<file path="config.mk">
export PLATFORM = sky130hd
export DESIGN_NAME = spike_scan_filter_flat
export DESIGN_NICKNAME = d
export VERILOG_FILES = /design/src/rtl/spike_scan_filter_if.sv /design/src/rtl/spike_scan_filter.sv /design/src/flat_wrapper.sv
export SDC_FILE = /design/constraint.sdc
export NUM_CORES = 1
export LEC_CHECK = 0
export ABC_CLOCK_PERIOD_IN_PS = 2000
export CORE_UTILIZATION = 40
export CTS_BUF_LIST = sky130_fd_sc_hd__clkbuf_8
export CTS_CLUSTER_DIAMETER = 150
export DETAILED_ROUTE_END_ITERATION = 8
export GPL_TIMING_DRIVEN = 0
export PLACE_DENSITY = 0.86
export SYNTH_ARGS = -nofsm -noshare
export SYNTH_HDL_FRONTEND = slang
export SYNTH_SLANG_ARGS = --single-unit
</file>
<file path="constraint.sdc">
create_clock -name CLK -period 2 [get_ports CLK]
set_clock_uncertainty 0.05 [all_clocks]
set_input_delay 0.2 -clock CLK [delete_from_list [all_inputs] [get_ports CLK]]
set_output_delay 0.2 -clock CLK [all_outputs]
set_load 0.05 [all_outputs]
</file>
<file path="src/rtl/spike_scan_filter_if.sv">
// Bus bundle for spike_scan_filter: control, spike-time SRAM port and event FIFO port.
// spike_cnt_o exists only when SPIKE_SCAN_FILTER_CNT_EN is defined.
interface spike_scan_filter_if #(
  parameter int unsigned N      = 256,
  parameter int unsigned WORD_W = 32,
  parameter int unsigned SLOT_W = 8
);
  localparam int unsigned SLOTS = WORD_W / SLOT_W;
  localparam int unsigned WORDS = N / SLOTS;
  localparam int unsigned AW    = (WORDS > 1) ? $clog2(WORDS) : 1;
  localparam int unsigned IW    = $clog2(N);

  logic              start_i;
  logic [SLOT_W-1:0] tick_i;
  logic              next_tick_i;
  logic              mem_req_o;
  logic [AW-1:0]     mem_addr_o;
  logic [WORD_W-1:0] mem_rdata_i;
  logic              fifo_w_en_o;
  logic [IW-1:0]     fifo_w_data_o;
  logic              fifo_full_i;
  logic              busy_o;
  logic              done_o;
`ifdef SPIKE_SCAN_FILTER_CNT_EN
  logic [IW:0]       spike_cnt_o;
`endif

  modport master (
    input  start_i, tick_i, next_tick_i, mem_rdata_i, fifo_full_i,
    output mem_req_o, mem_addr_o, fifo_w_en_o, fifo_w_data_o, busy_o, done_o
`ifdef SPIKE_SCAN_FILTER_CNT_EN
    , output spike_cnt_o
`endif
  );

  modport slave (
    output start_i, tick_i, next_tick_i, mem_rdata_i, fifo_full_i,
    input  mem_req_o, mem_addr_o, fifo_w_en_o, fifo_w_data_o, busy_o, done_o
`ifdef SPIKE_SCAN_FILTER_CNT_EN
    , input spike_cnt_o
`endif
  );
endinterface

</file>
<file path="src/rtl/spike_scan_filter.sv">
// Scans the spike-time SRAM word by word and pushes every neuron whose slot equals the tick.
// Optional per-scan accepted-write counter enabled by SPIKE_SCAN_FILTER_CNT_EN.
module spike_scan_filter #(
  parameter int unsigned N      = 256,
  parameter int unsigned WORD_W = 32,
  parameter int unsigned SLOT_W = 8
) (
  input logic            CLK,
  input logic            RST,
  spike_scan_filter_if.master bus
);
  localparam int unsigned SLOTS = WORD_W / SLOT_W;
  localparam int unsigned WORDS = N / SLOTS;
  localparam int unsigned AW    = (WORDS > 1) ? $clog2(WORDS) : 1;
  localparam int unsigned IW    = $clog2(N);
  localparam int unsigned PSH   = $clog2(SLOTS);
  localparam int unsigned PW    = (SLOTS > 1) ? PSH : 1;

  typedef enum logic [2:0] {IDLE, REQ, CMP, PUSH, DONE} state_t;

  state_t           state;
  logic [AW-1:0]    word;
  logic [SLOTS-1:0] mask;
  logic [SLOTS-1:0] hit;
  logic [SLOTS-1:0] rest;
  logic [PW-1:0]    p;
  logic             mem_req;
  logic             busy;
  logic             done;
  logic             last_word;
  logic             accept;

  // Per-slot tick match on the word returned by the SRAM
  always_comb begin
    hit = '0;
    for (int k = 0; k < int'(SLOTS); k++) begin
      hit[k] = (bus.mem_rdata_i[k*SLOT_W +: SLOT_W] == bus.tick_i);
    end
  end

  // Lowest pending slot; scanning downward leaves the lowest index in p
  always_comb begin
    p = '0;
    for (int k = int'(SLOTS) - 1; k >= 0; k--) begin
      if (mask[k]) p = PW'(k);
    end
  end

  assign rest      = mask & (mask - SLOTS'(1));
  assign last_word = (word == AW'(WORDS - 1));
  assign accept    = (state == PUSH) && !bus.fifo_full_i;

  assign bus.fifo_w_en_o   = accept;
  assign bus.fifo_w_data_o = (IW'(word) << PSH) | IW'(p);
  assign bus.mem_req_o     = mem_req;
  assign bus.mem_addr_o    = word;
  assign bus.busy_o        = busy;
  assign bus.done_o        = done;

  always_ff @(posedge CLK or posedge RST) begin
    if (RST) begin
      state   <= IDLE;
      word    <= '0;
      mask    <= '0;
      mem_req <= 1'b0;
      busy    <= 1'b0;
      done    <= 1'b0;
    end else begin
      case (state)
        IDLE: begin
          if (bus.start_i) begin
            state   <= REQ;
            word    <= '0;
            mem_req <= 1'b1;
            busy    <= 1'b1;
          end
        end
        REQ: begin
          state   <= CMP;
          mem_req <= 1'b0;
        end
        CMP: begin
          mask <= hit;
          if (hit != '0) begin
            state <= PUSH;
          end else if (last_word) begin
            state <= DONE;
            busy  <= 1'b0;
            done  <= 1'b1;
          end else begin
            word    <= word + AW'(1);
            state   <= REQ;
            mem_req <= 1'b1;
          end
        end
        PUSH: begin
          if (!bus.fifo_full_i) begin
            mask <= rest;
            if (rest == '0) begin
              if (last_word) begin
                state <= DONE;
                busy  <= 1'b0;
                done  <= 1'b1;
              end else begin
                word    <= word + AW'(1);
                state   <= REQ;
                mem_req <= 1'b1;
              end
            end
          end
        end
        DONE: begin
          if (bus.next_tick_i) begin
            state <= IDLE;
            done  <= 1'b0;
          end
        end
        default: begin
          state   <= IDLE;
          mem_req <= 1'b0;
          busy    <= 1'b0;
          done    <= 1'b0;
        end
      endcase
    end
  end

`ifdef SPIKE_SCAN_FILTER_CNT_EN
  logic [IW:0] cnt;

  // Accepted writes in the current scan, saturating at N
  always_ff @(posedge CLK or posedge RST) begin
    if (RST) begin
      cnt <= '0;
    end else if (state == IDLE && bus.start_i) begin
      cnt <= '0;
    end else if (accept && cnt != (IW+1)'(N)) begin
      cnt <= cnt + (IW+1)'(1);
    end
  end

  assign bus.spike_cnt_o = cnt;
`endif
endmodule

</file>
<file path="src/flat_wrapper.sv">
// flat-port wrapper written by rule: the top's interface ports become plain ports
module spike_scan_filter_flat 
#(
  parameter int unsigned N      = 256,
  parameter int unsigned WORD_W = 32,
  parameter int unsigned SLOT_W = 8
)
  (CLK, RST, bus_start_i, bus_tick_i, bus_next_tick_i, bus_mem_rdata_i, bus_fifo_full_i, bus_mem_req_o, bus_mem_addr_o, bus_fifo_w_en_o, bus_fifo_w_data_o, bus_busy_o, bus_done_o);
  spike_scan_filter_if #(.N(N), .WORD_W(WORD_W), .SLOT_W(SLOT_W)) bus_i ();
  input logic CLK;
  input logic RST;
  input wire logic [$bits(bus_i.start_i)-1:0] bus_start_i;
  input wire logic [$bits(bus_i.tick_i)-1:0] bus_tick_i;
  input wire logic [$bits(bus_i.next_tick_i)-1:0] bus_next_tick_i;
  input wire logic [$bits(bus_i.mem_rdata_i)-1:0] bus_mem_rdata_i;
  input wire logic [$bits(bus_i.fifo_full_i)-1:0] bus_fifo_full_i;
  output wire logic [$bits(bus_i.mem_req_o)-1:0] bus_mem_req_o;
  output wire logic [$bits(bus_i.mem_addr_o)-1:0] bus_mem_addr_o;
  output wire logic [$bits(bus_i.fifo_w_en_o)-1:0] bus_fifo_w_en_o;
  output wire logic [$bits(bus_i.fifo_w_data_o)-1:0] bus_fifo_w_data_o;
  output wire logic [$bits(bus_i.busy_o)-1:0] bus_busy_o;
  output wire logic [$bits(bus_i.done_o)-1:0] bus_done_o;
  assign bus_i.start_i = bus_start_i;
  assign bus_i.tick_i = bus_tick_i;
  assign bus_i.next_tick_i = bus_next_tick_i;
  assign bus_i.mem_rdata_i = bus_mem_rdata_i;
  assign bus_i.fifo_full_i = bus_fifo_full_i;
  assign bus_mem_req_o = bus_i.mem_req_o;
  assign bus_mem_addr_o = bus_i.mem_addr_o;
  assign bus_fifo_w_en_o = bus_i.fifo_w_en_o;
  assign bus_fifo_w_data_o = bus_i.fifo_w_data_o;
  assign bus_busy_o = bus_i.busy_o;
  assign bus_done_o = bus_i.done_o;
  spike_scan_filter #(.N(N), .WORD_W(WORD_W), .SLOT_W(SLOT_W)) u_core (.CLK(CLK), .RST(RST), .bus(bus_i));
endmodule
</file>
==> summary.txt, run 1 <==
Synth
  – Proportion of register bits with asynchronous set or reset after synthesis: 100.0%
  – Basic-gate share of the synthesized area counting and, or, nand and nor cells: between 20% and 30%
  – Cell variety after synth: 45
  – Synthesis Warnings: 0
  – Largest family of logic cells by synthesized area: simple AND/OR/NAND/NOR gates
  – Syn Std Cell Area: 1520 um2
  – Average footprint of a synthesized cell: 8.262 um2
  – Fraction of synthesized area in multiplexers: 1.399%
  – Sequential element share of the synthesized area: 26.34%
  – Synth Instances: 184
  – Compound-gate portion of the synthesized area: 20.33%
  – Count of flip-flops with a built-in enable after synthesis: 0
  – Dominant register cell in the synthesized netlist: dfrtp_1
  – Yosys reg bits: 16
  – Adder-cell area share of the yosys netlist: less than 1%
  – Area share of xor/xnor cells in the synthesized design: 18.44%
  – Mapped Nets: 230

Hold path
  – Type of the tightest min-delay check: in -> async

Pwr
  – Cell area power density: ~820 nW/um2
  – Switching fraction of total power: 46.54%
  – Switching pwr: 0.0008911 W
  – Largest voltage drop on the vdd net: roughly 0.48 mV
  – Int Power: 0.001023 W
  – Leak pwr: 0.9453 nW
  – Part of the total power dissipated in sequential elements: 25.4%
  – Comb power frac: 59.3%
  – Clock network power share: 15.4%
  – Overall power after layout: 0.001915 W

Worst setup path
  – Critical Path RT: 2.08 ns
  – Delay of the slowest critical-path stage: ~0.54 ns
  – CP Max Fanout: 4
  – CP Data Arrival Time: 2.03 ns
  – Type of element launching the critical path: primary input
  – Kind of cell adding the most delay to the critical path: buffers and inverters
  – Sum of buffers and inverters on the critical path: 1
  – Slowest stage cell, crit path: clkdlybuf4s50_1
  – Critical path class: in -> reg
  – Worst Setup End Kind: flop
  – Worst path cell trace: clkdlybuf4s50_1 -> xor2_1 -> nor4_2 -> nand2_1 -> nor4b_4 -> o22ai_2 -> mux2_1

GRT
  – First-pass GRT wire length: between 6000 and 7000 um
  – Largest net degree at the start of global routing: 17
  – Remaining Overflow, GRT: 0
  – Overall track demand over capacity in global routing: 21.97%
  – Antenna violations before repair: 0
  – Via count of the first global-routing pass: 1507

Final layout
  – Final core area utilization: between 60% and 70%
  – Antenna Cells: 0
  – Area Growth Syn to Fin: 53.33%
  – Number of filler instances in the final layout: 301
  – Seq. cell area: 402.9 um2
  – Area occupied by multi-input gates: 1070 um2
  – Fraction of final layout cells with drive strength greater than 1: 14.46%
  – Nets: 296

Run
  – Maxcap violations: 0

CTS
  – Buffer levels on the longest clock path: 2
  – Cell at the root of the clock tree: clkbuf_8
  – TritonCTS clock tree: built
  – Clock input transition at the sequential cells of the worst setup and hold paths: 0.06 ns
  – Cts bufs inserted: 3
  – Worst-Skew Late Latency: 0.25 ns
  – Number of sinks driven by the clock tree: 16
  – Number of H-tree branching levels: 1
  – Setup Fix Bufs, Post-CTS: 0
  – Hold_buf cts: 0

Place
  – GP Congestion: 0.8972
  – Half-perimeter wire length after detailed placement: 3154 um
  – Number of input and output port buffers inserted: 62
  – Worst Setup Slack post-DPL: -0.2529 ns

Die
  – Overall die area: 4051 um2
  – Area of the core: around 3700 um2
  – Die Span Y: 63.65 um
  – Number of placement rows: 22
  – Starting utilization of the core area: just over 40%
  – Die W: 63.65 um
  – Count of boundary I/O pins: 63

STA
  – Max-slew violations: 0
  – Slew at the pin closest to its max-slew limit: just over 0.6 ns
  – Setup ws final: between 0.05 and 0.06 ns
  – Setup violators final: 0
  – Period utilization: 97.23%
  – Setup Total Neg Slack: 0 ns
  – Slew margin rel.: between 50% and 60%
  – Setup repair after global routing missed its margin: yes
  – Hold violation total from the final report: 0
  – Worst Hold Slack: 0.2702 ns
  – Minimum clock period after layout: 1.945 ns
  – Max Freq: 514.3 MHz

Routing
  – DRC violation count after routing: 0
  – Average via count per standard cell: 5.411
  – DRT antenna net count: 0
  – DR pass1 iterations: 4
  – DR WL/cell: 13.89 um
  – Via count of the routed design: approximately 1600
  – Overall routed net length: 4126 um
  – Number of DRC violations after detailed-routing iteration 0: 224

Run status
  – Outcome: completed
-- power groups by stage --
stage | Combinational [W] | Clock (W) | Sequential [W]
floorplan | 0.000544 | 0 | 0.000669
CTS | 0.00113 | 0.000295 | 0.000476
finish | 0.00113 | 0.000294 | 0.000486
detailed placement | 0.00112 | 0 | 0.000482
global placement | 0.00110 | 0 | 0.000477
global route | 0.00120 | 0.000309 | 0.000502
-- routing by layer --
layer | up-vias | share of wire [%] | GRT usage (%)
li1 | 783 | - | -
met1 | 761 | 43 | 28.73
met2 | 58 | 52 | 36.84
met3 | 5 | 4.1 | 3.080
met4 | 0 | 1.1 | 7.102
met5 | - | 0 | 0
-- worst register-to-register path, cell delays in order (launching register included) --
cell      delay, ns
dfrtp_2        0.41
ha_1           0.24
nand3_2        0.16
o21ai_1        0.22
a211oi_2       0.11
o22ai_2        0.26
mux2_1         0.36
-- placed cells by master (no fill, tap or decap), drive strengths merged, types with 2 or more instances in the layout --
cell type and count:
nand2 17, xor2 8, a21oi 11, nand4 8, xnor2 24, nor2b 3, a22o 3, inv 9
a211oi 4, clkdlybuf4s50 54, nor3 6, dlygate4sd2 2, nor2 14, nor4b 2, buf 9, o211ai 2
o2111ai 3, clkbuf 7, nand2b 3, nand3 5, or3 2, a31oi 2, o21ai 10, nor4 4
dlymetal6s2s 5, o22ai 4, dfrtp 16
-- worst paths after layout --
kind | start | to | slack, ns | cells after the start
max in group asynchronous | RST | u_core.bus.mem_addr_o[0] | 1.19 | 2
worst min register to register | u_core.bus.mem_req_o | u_core.bus.mem_req_o | 0.50 | 2
worst min-delay path | RST | u_core.mask[3] | 0.27 | 2
worst max register to register | u_core.bus.mem_addr_o[0] | u_core.bus.mem_addr_o[0] | 0.07 | 6
min in group CLK | u_core.bus.mem_req_o | u_core.bus.mem_req_o | 0.50 | 2
worst max-delay path | bus_tick_i[5] | u_core.bus.mem_addr_o[0] | 0.06 | 7
-- state kept, by name, summed over array words and instances (netlist names) --
register	cells
u_core.bus.mem_req_o	1
u_core.mask	4
u_core.bus.mem_addr_o	6
u_core.bus.busy_o	1
u_core.state	3
u_core.bus.done_o	1
-- logic make-up (layout without fill, tap and decap cells) --
| family | count (synthesis) | after routing |
|---|---|---|
| flops | 16 | 16 |
| compound gates | 44 | 44 |
| xor+xnor | 32 | 32 |
| buf+inv | 22 | 87 |
| mux | 2 | 2 |
| fa+ha+maj | 1 | 1 |
| simple gates | 67 | 67 |
-- final cells by class --
class,instances,share of cell area [%]
buffer,12,3.328
tap,48,2.576
timing repair buffer,62,27.11
clock buffer,4,2.362
inverter,9,1.449
multi-input combinational,146,45.89
sequential,16,17.28
-- cells in the mapped netlist (2+ instances only) --
| cell type | number | share of area [%] |
|---|---|---|
| nor2b_1 | 3 | 1.2 |
| buf_4 | 6 | 3.0 |
| a21oi_1 | 10 | 3.3 |
| o22ai_1 | 3 | 1.2 |
| buf_2 | 2 | 0.66 |
| nand4_1 | 8 | 3.3 |
| nand2_1 | 17 | 4.2 |
| xnor2_1 | 24 | 14 |
| nor2_2 | 3 | 1.2 |
| clkbuf_1 | 4 | 0.99 |
| a22o_1 | 3 | 1.7 |
| nand2b_1 | 3 | 1.2 |
| dfrtp_1 | 16 | 26 |
| o211ai_1 | 2 | 0.99 |
| nand3_1 | 5 | 1.6 |
| o2111ai_1 | 3 | 1.7 |
| inv_1 | 8 | 2.0 |
| nor4_1 | 2 | 0.82 |
| xor2_1 | 8 | 4.6 |
| a31oi_1 | 2 | 0.82 |
| nor2_1 | 11 | 2.7 |
| o21ai_0 | 9 | 3.0 |
| nor3_1 | 6 | 2.0 |
| a211oi_1 | 3 | 1.5 |
| or3_1 | 2 | 0.82 |
| nor4_2 | 2 | 1.6 |
-- what timing repair did --
action,CTS,global route
resized for setup,8,12
pin swaps,0,3
endpoints found under the hold margin,0,0
endpoints found under the setup margin,5,7
-- through the flow --
step / instance area, um2 / cells
after floorplan: 1530 / 184
after global placement: 2211 / 294
after detailed placement: 2211 / 294
after CTS: 2275 / 298
after global routing: 2331 / 297
final: 2331 / 297
(Power assumes the default switching activity.)
==> run 2, diff against run 1 <==
CAP_MARGIN = 30   (was default)
PLACE_DENSITY = 0.79   (was 0.86)
==> run 2 against run 1 <==
Via count is 2.5% lower. Non-clock buffer count is 4 higher. Fmax hardly changed. Die area stayed put. Highest routed layer unchanged. Utilization is 0.65 points higher. Combinational power hardly changed. Sequential share of layout area is 0.17 points lower. Sequential power hardly changed. First-iteration DRC count is 57% lower. Global-route usage is 0.50 points lower. Routed wire length is 1.5% higher.
==> summary.txt, run 2 (synthesis gave the netlist of run 1 again) <==
CTS
  – Cell at the root of the clock tree: clkbuf_8
  – TritonCTS clock tree: built
  – Hold_buf cts: 0
  – Cts bufs inserted: 3
  – Buffer levels on the longest clock path: 2
  – Worst-Skew Late Latency: between 0.2 and 0.3 ns
  – Clock input transition at the sequential cells of the worst setup and hold paths: 0.06 ns
  – Number of sinks driven by the clock tree: 16
  – Number of H-tree branching levels: 1

Place
  – GP Congestion: approximately 0.85
  – Post-placement cell count: 294
  – Half-perimeter wire length after detailed placement: 3178 um
  – Worst Setup Slack post-DPL: -0.2837 ns
  – Number of input and output port buffers inserted: 62

Routing
  – Via count of the routed design: 1567
  – Average via count per standard cell: between 5 and 6
  – DR pass1 iterations: 4
  – DRC violation count after routing: 0
  – DRT antenna net count: 0
  – Overall routed net length: 4186 um
  – Number of DRC violations after detailed-routing iteration 0: 97
  – DR WL/cell: 13.95 um

Pwr
  – Clock network power share: about an eighth
  – Switching fraction of total power: 47.22%
  – Int Power: ~0.001 W
  – Largest voltage drop on the vdd net: 0.4639 mV
  – Cell area power density: 796.0 nW/um2
  – Part of the total power dissipated in sequential elements: 25.9%
  – Leak pwr: 0.9631 nW
  – Overall power after layout: 0.001874 W
  – Switching pwr: 0.0008850 W
  – Comb power frac: between 60% and 70%

Worst setup path
  – Delay of the slowest critical-path stage: 0.44 ns
  – Worst Setup End Kind: primary output
  – Type of element launching the critical path: flop
  – Critical path class: reg -> out
  – CP Max Fanout: 10
  – CP Data Arrival Time: 1.70 ns
  – Critical register-to-register path startpoint: u_core.state[2]
  – Critical Path RT: 1.75 ns
  – Worst path cell trace: nand2b_1 -> clkbuf_1 -> nor3_2 -> clkdlybuf4s15_2
  – Worst setup path startpoint: u_core.state[2]
  – Slowest stage cell, crit path: dfrtp_1

Die
  – Die Span Y: 63.65 um
  – Die W: ~64 um
  – Number of placement rows: 22
  – Area of the core: about 3700 um2
  – Starting utilization of the core area: 41.52%
  – Overall die area: 4051 um2
  – Count of boundary I/O pins: 63

STA
  – Setup Total Neg Slack: 0 ns
  – Period utilization: 97.26%
  – Setup ws final: 0.05473 ns
  – Setup violators final: 0
  – Hold violation total from the final report: 0
  – Max Freq: 514.1 MHz
  – Slew at the pin closest to its max-slew limit: 0.6477 ns
  – Setup repair after global routing missed its margin: no
  – Slew margin rel.: 56.77%
  – Max-slew violations: 0
  – Minimum clock period after layout: 1.945 ns

GRT
  – Global-route met2 utilization: 34.71%
  – Overall track demand over capacity in global routing: 21.47%
  – Antenna violations before repair: 0
  – First-pass GRT wire length: 6844 um
  – Remaining Overflow, GRT: 0
  – Via count of the first global-routing pass: 1489
  – Largest net degree at the start of global routing: 17
  – Gr busiest metal: met2
  – Met3 GRT Util: 3.442%
  – GR Layer Usage met1: 30.26%

Final layout
  – Area Growth Syn to Fin: 54.90%
  – Seq. cell area: 402.9 um2
  – Number of non-filler instances in the completed layout: 300
  – Fraction of final layout cells with drive strength greater than 1: 15.87%
  – Commonest non-fill, non-tap cell in the layout: clkdlybuf4s50_1
  – Number of filler instances in the final layout: approximately 300
  – Nets: 300
  – Commonest cells after routing, fill and taps aside: 53 x clkdlybuf4s50_1, 24 x xnor2_1, 17 x nand2_1, 14 x dfrtp_1
  – Max FFs per register: 6
  – Final core area utilization: 64.32%
  – Antenna Cells: 0
  – Area occupied by multi-input gates: 1079 um2

Run status
  – Outcome: completed

Run
  – Maxcap violations: 0

Hold path
  – Type of the tightest min-delay check: in -> async
[run 2: per-stage QoR]
stage          area [um2]  hold WS [ns]
3_5_place_dp         2211        0.4761
5_1_grt              2355        0.3501
2_1_floorplan        1530       0.06360
6_report             2355        0.2843
4_1_cts              2260        0.3152
3_3_place_gp         2211        0.4783
[run 2: power by group through the flow]
stage	registers, W	logic [W]	clock network, W
final	0.000486	0.00114	0.000246
after global routing	0.000501	0.00120	0.000264
after CTS	0.000476	0.00113	0.000247
after detailed placement	0.000482	0.00112	0
after global placement	0.000478	0.00111	0
after floorplan	0.000669	0.000544	0
[run 2: path summary, 6_finish.rpt]
check	cells past startpoint	to	slack, ns
worst min-delay path	2	u_core.mask[1]	0.28
worst max-delay path	4	bus_fifo_w_en_o	0.05
worst min register to register	2	u_core.bus.busy_o	0.48
max in group asynchronous	2	u_core.bus.mem_addr_o[1]	1.16
min in group CLK	2	u_core.bus.busy_o	0.48
worst max register to register	5	u_core.bus.mem_addr_o[0]	0.13
[run 2: routing by layer]
| metal | routed length [um] | up-vias |
|---|---|---|
| li1 | - | 789 |
| met1 | 1988 | 738 |
| met2 | 2041 | 38 |
| met3 | 142 | 2 |
| met4 | 14 | 0 |
| met5 | 0 | - |
[run 2: timing repair]
item                                    CTS  global route
endpoints found under the setup margin    5             8
buffers inserted                          0             4
resized for setup                         8            15
pin swaps                                 0             5
[run 2: cell type report]
cell class / count / area share [%]
repair buffers: 66 / 28.06
flip-flops and latches: 16 / 17.11
clock buffers: 3 / 1.753
inverters: 9 / 1.435
plain buffers: 12 / 3.294
well taps: 48 / 2.550
multi-input cells: 146 / 45.80
[run 2: worst max-delay path: cells and delay by family, from the launching register on]
kind / cells / cell delay (ns)
flip-flops: 1 / 0.44
AND/OR/NAND/NOR: 2 / 0.36
buffers and inverters: 2 / 0.64
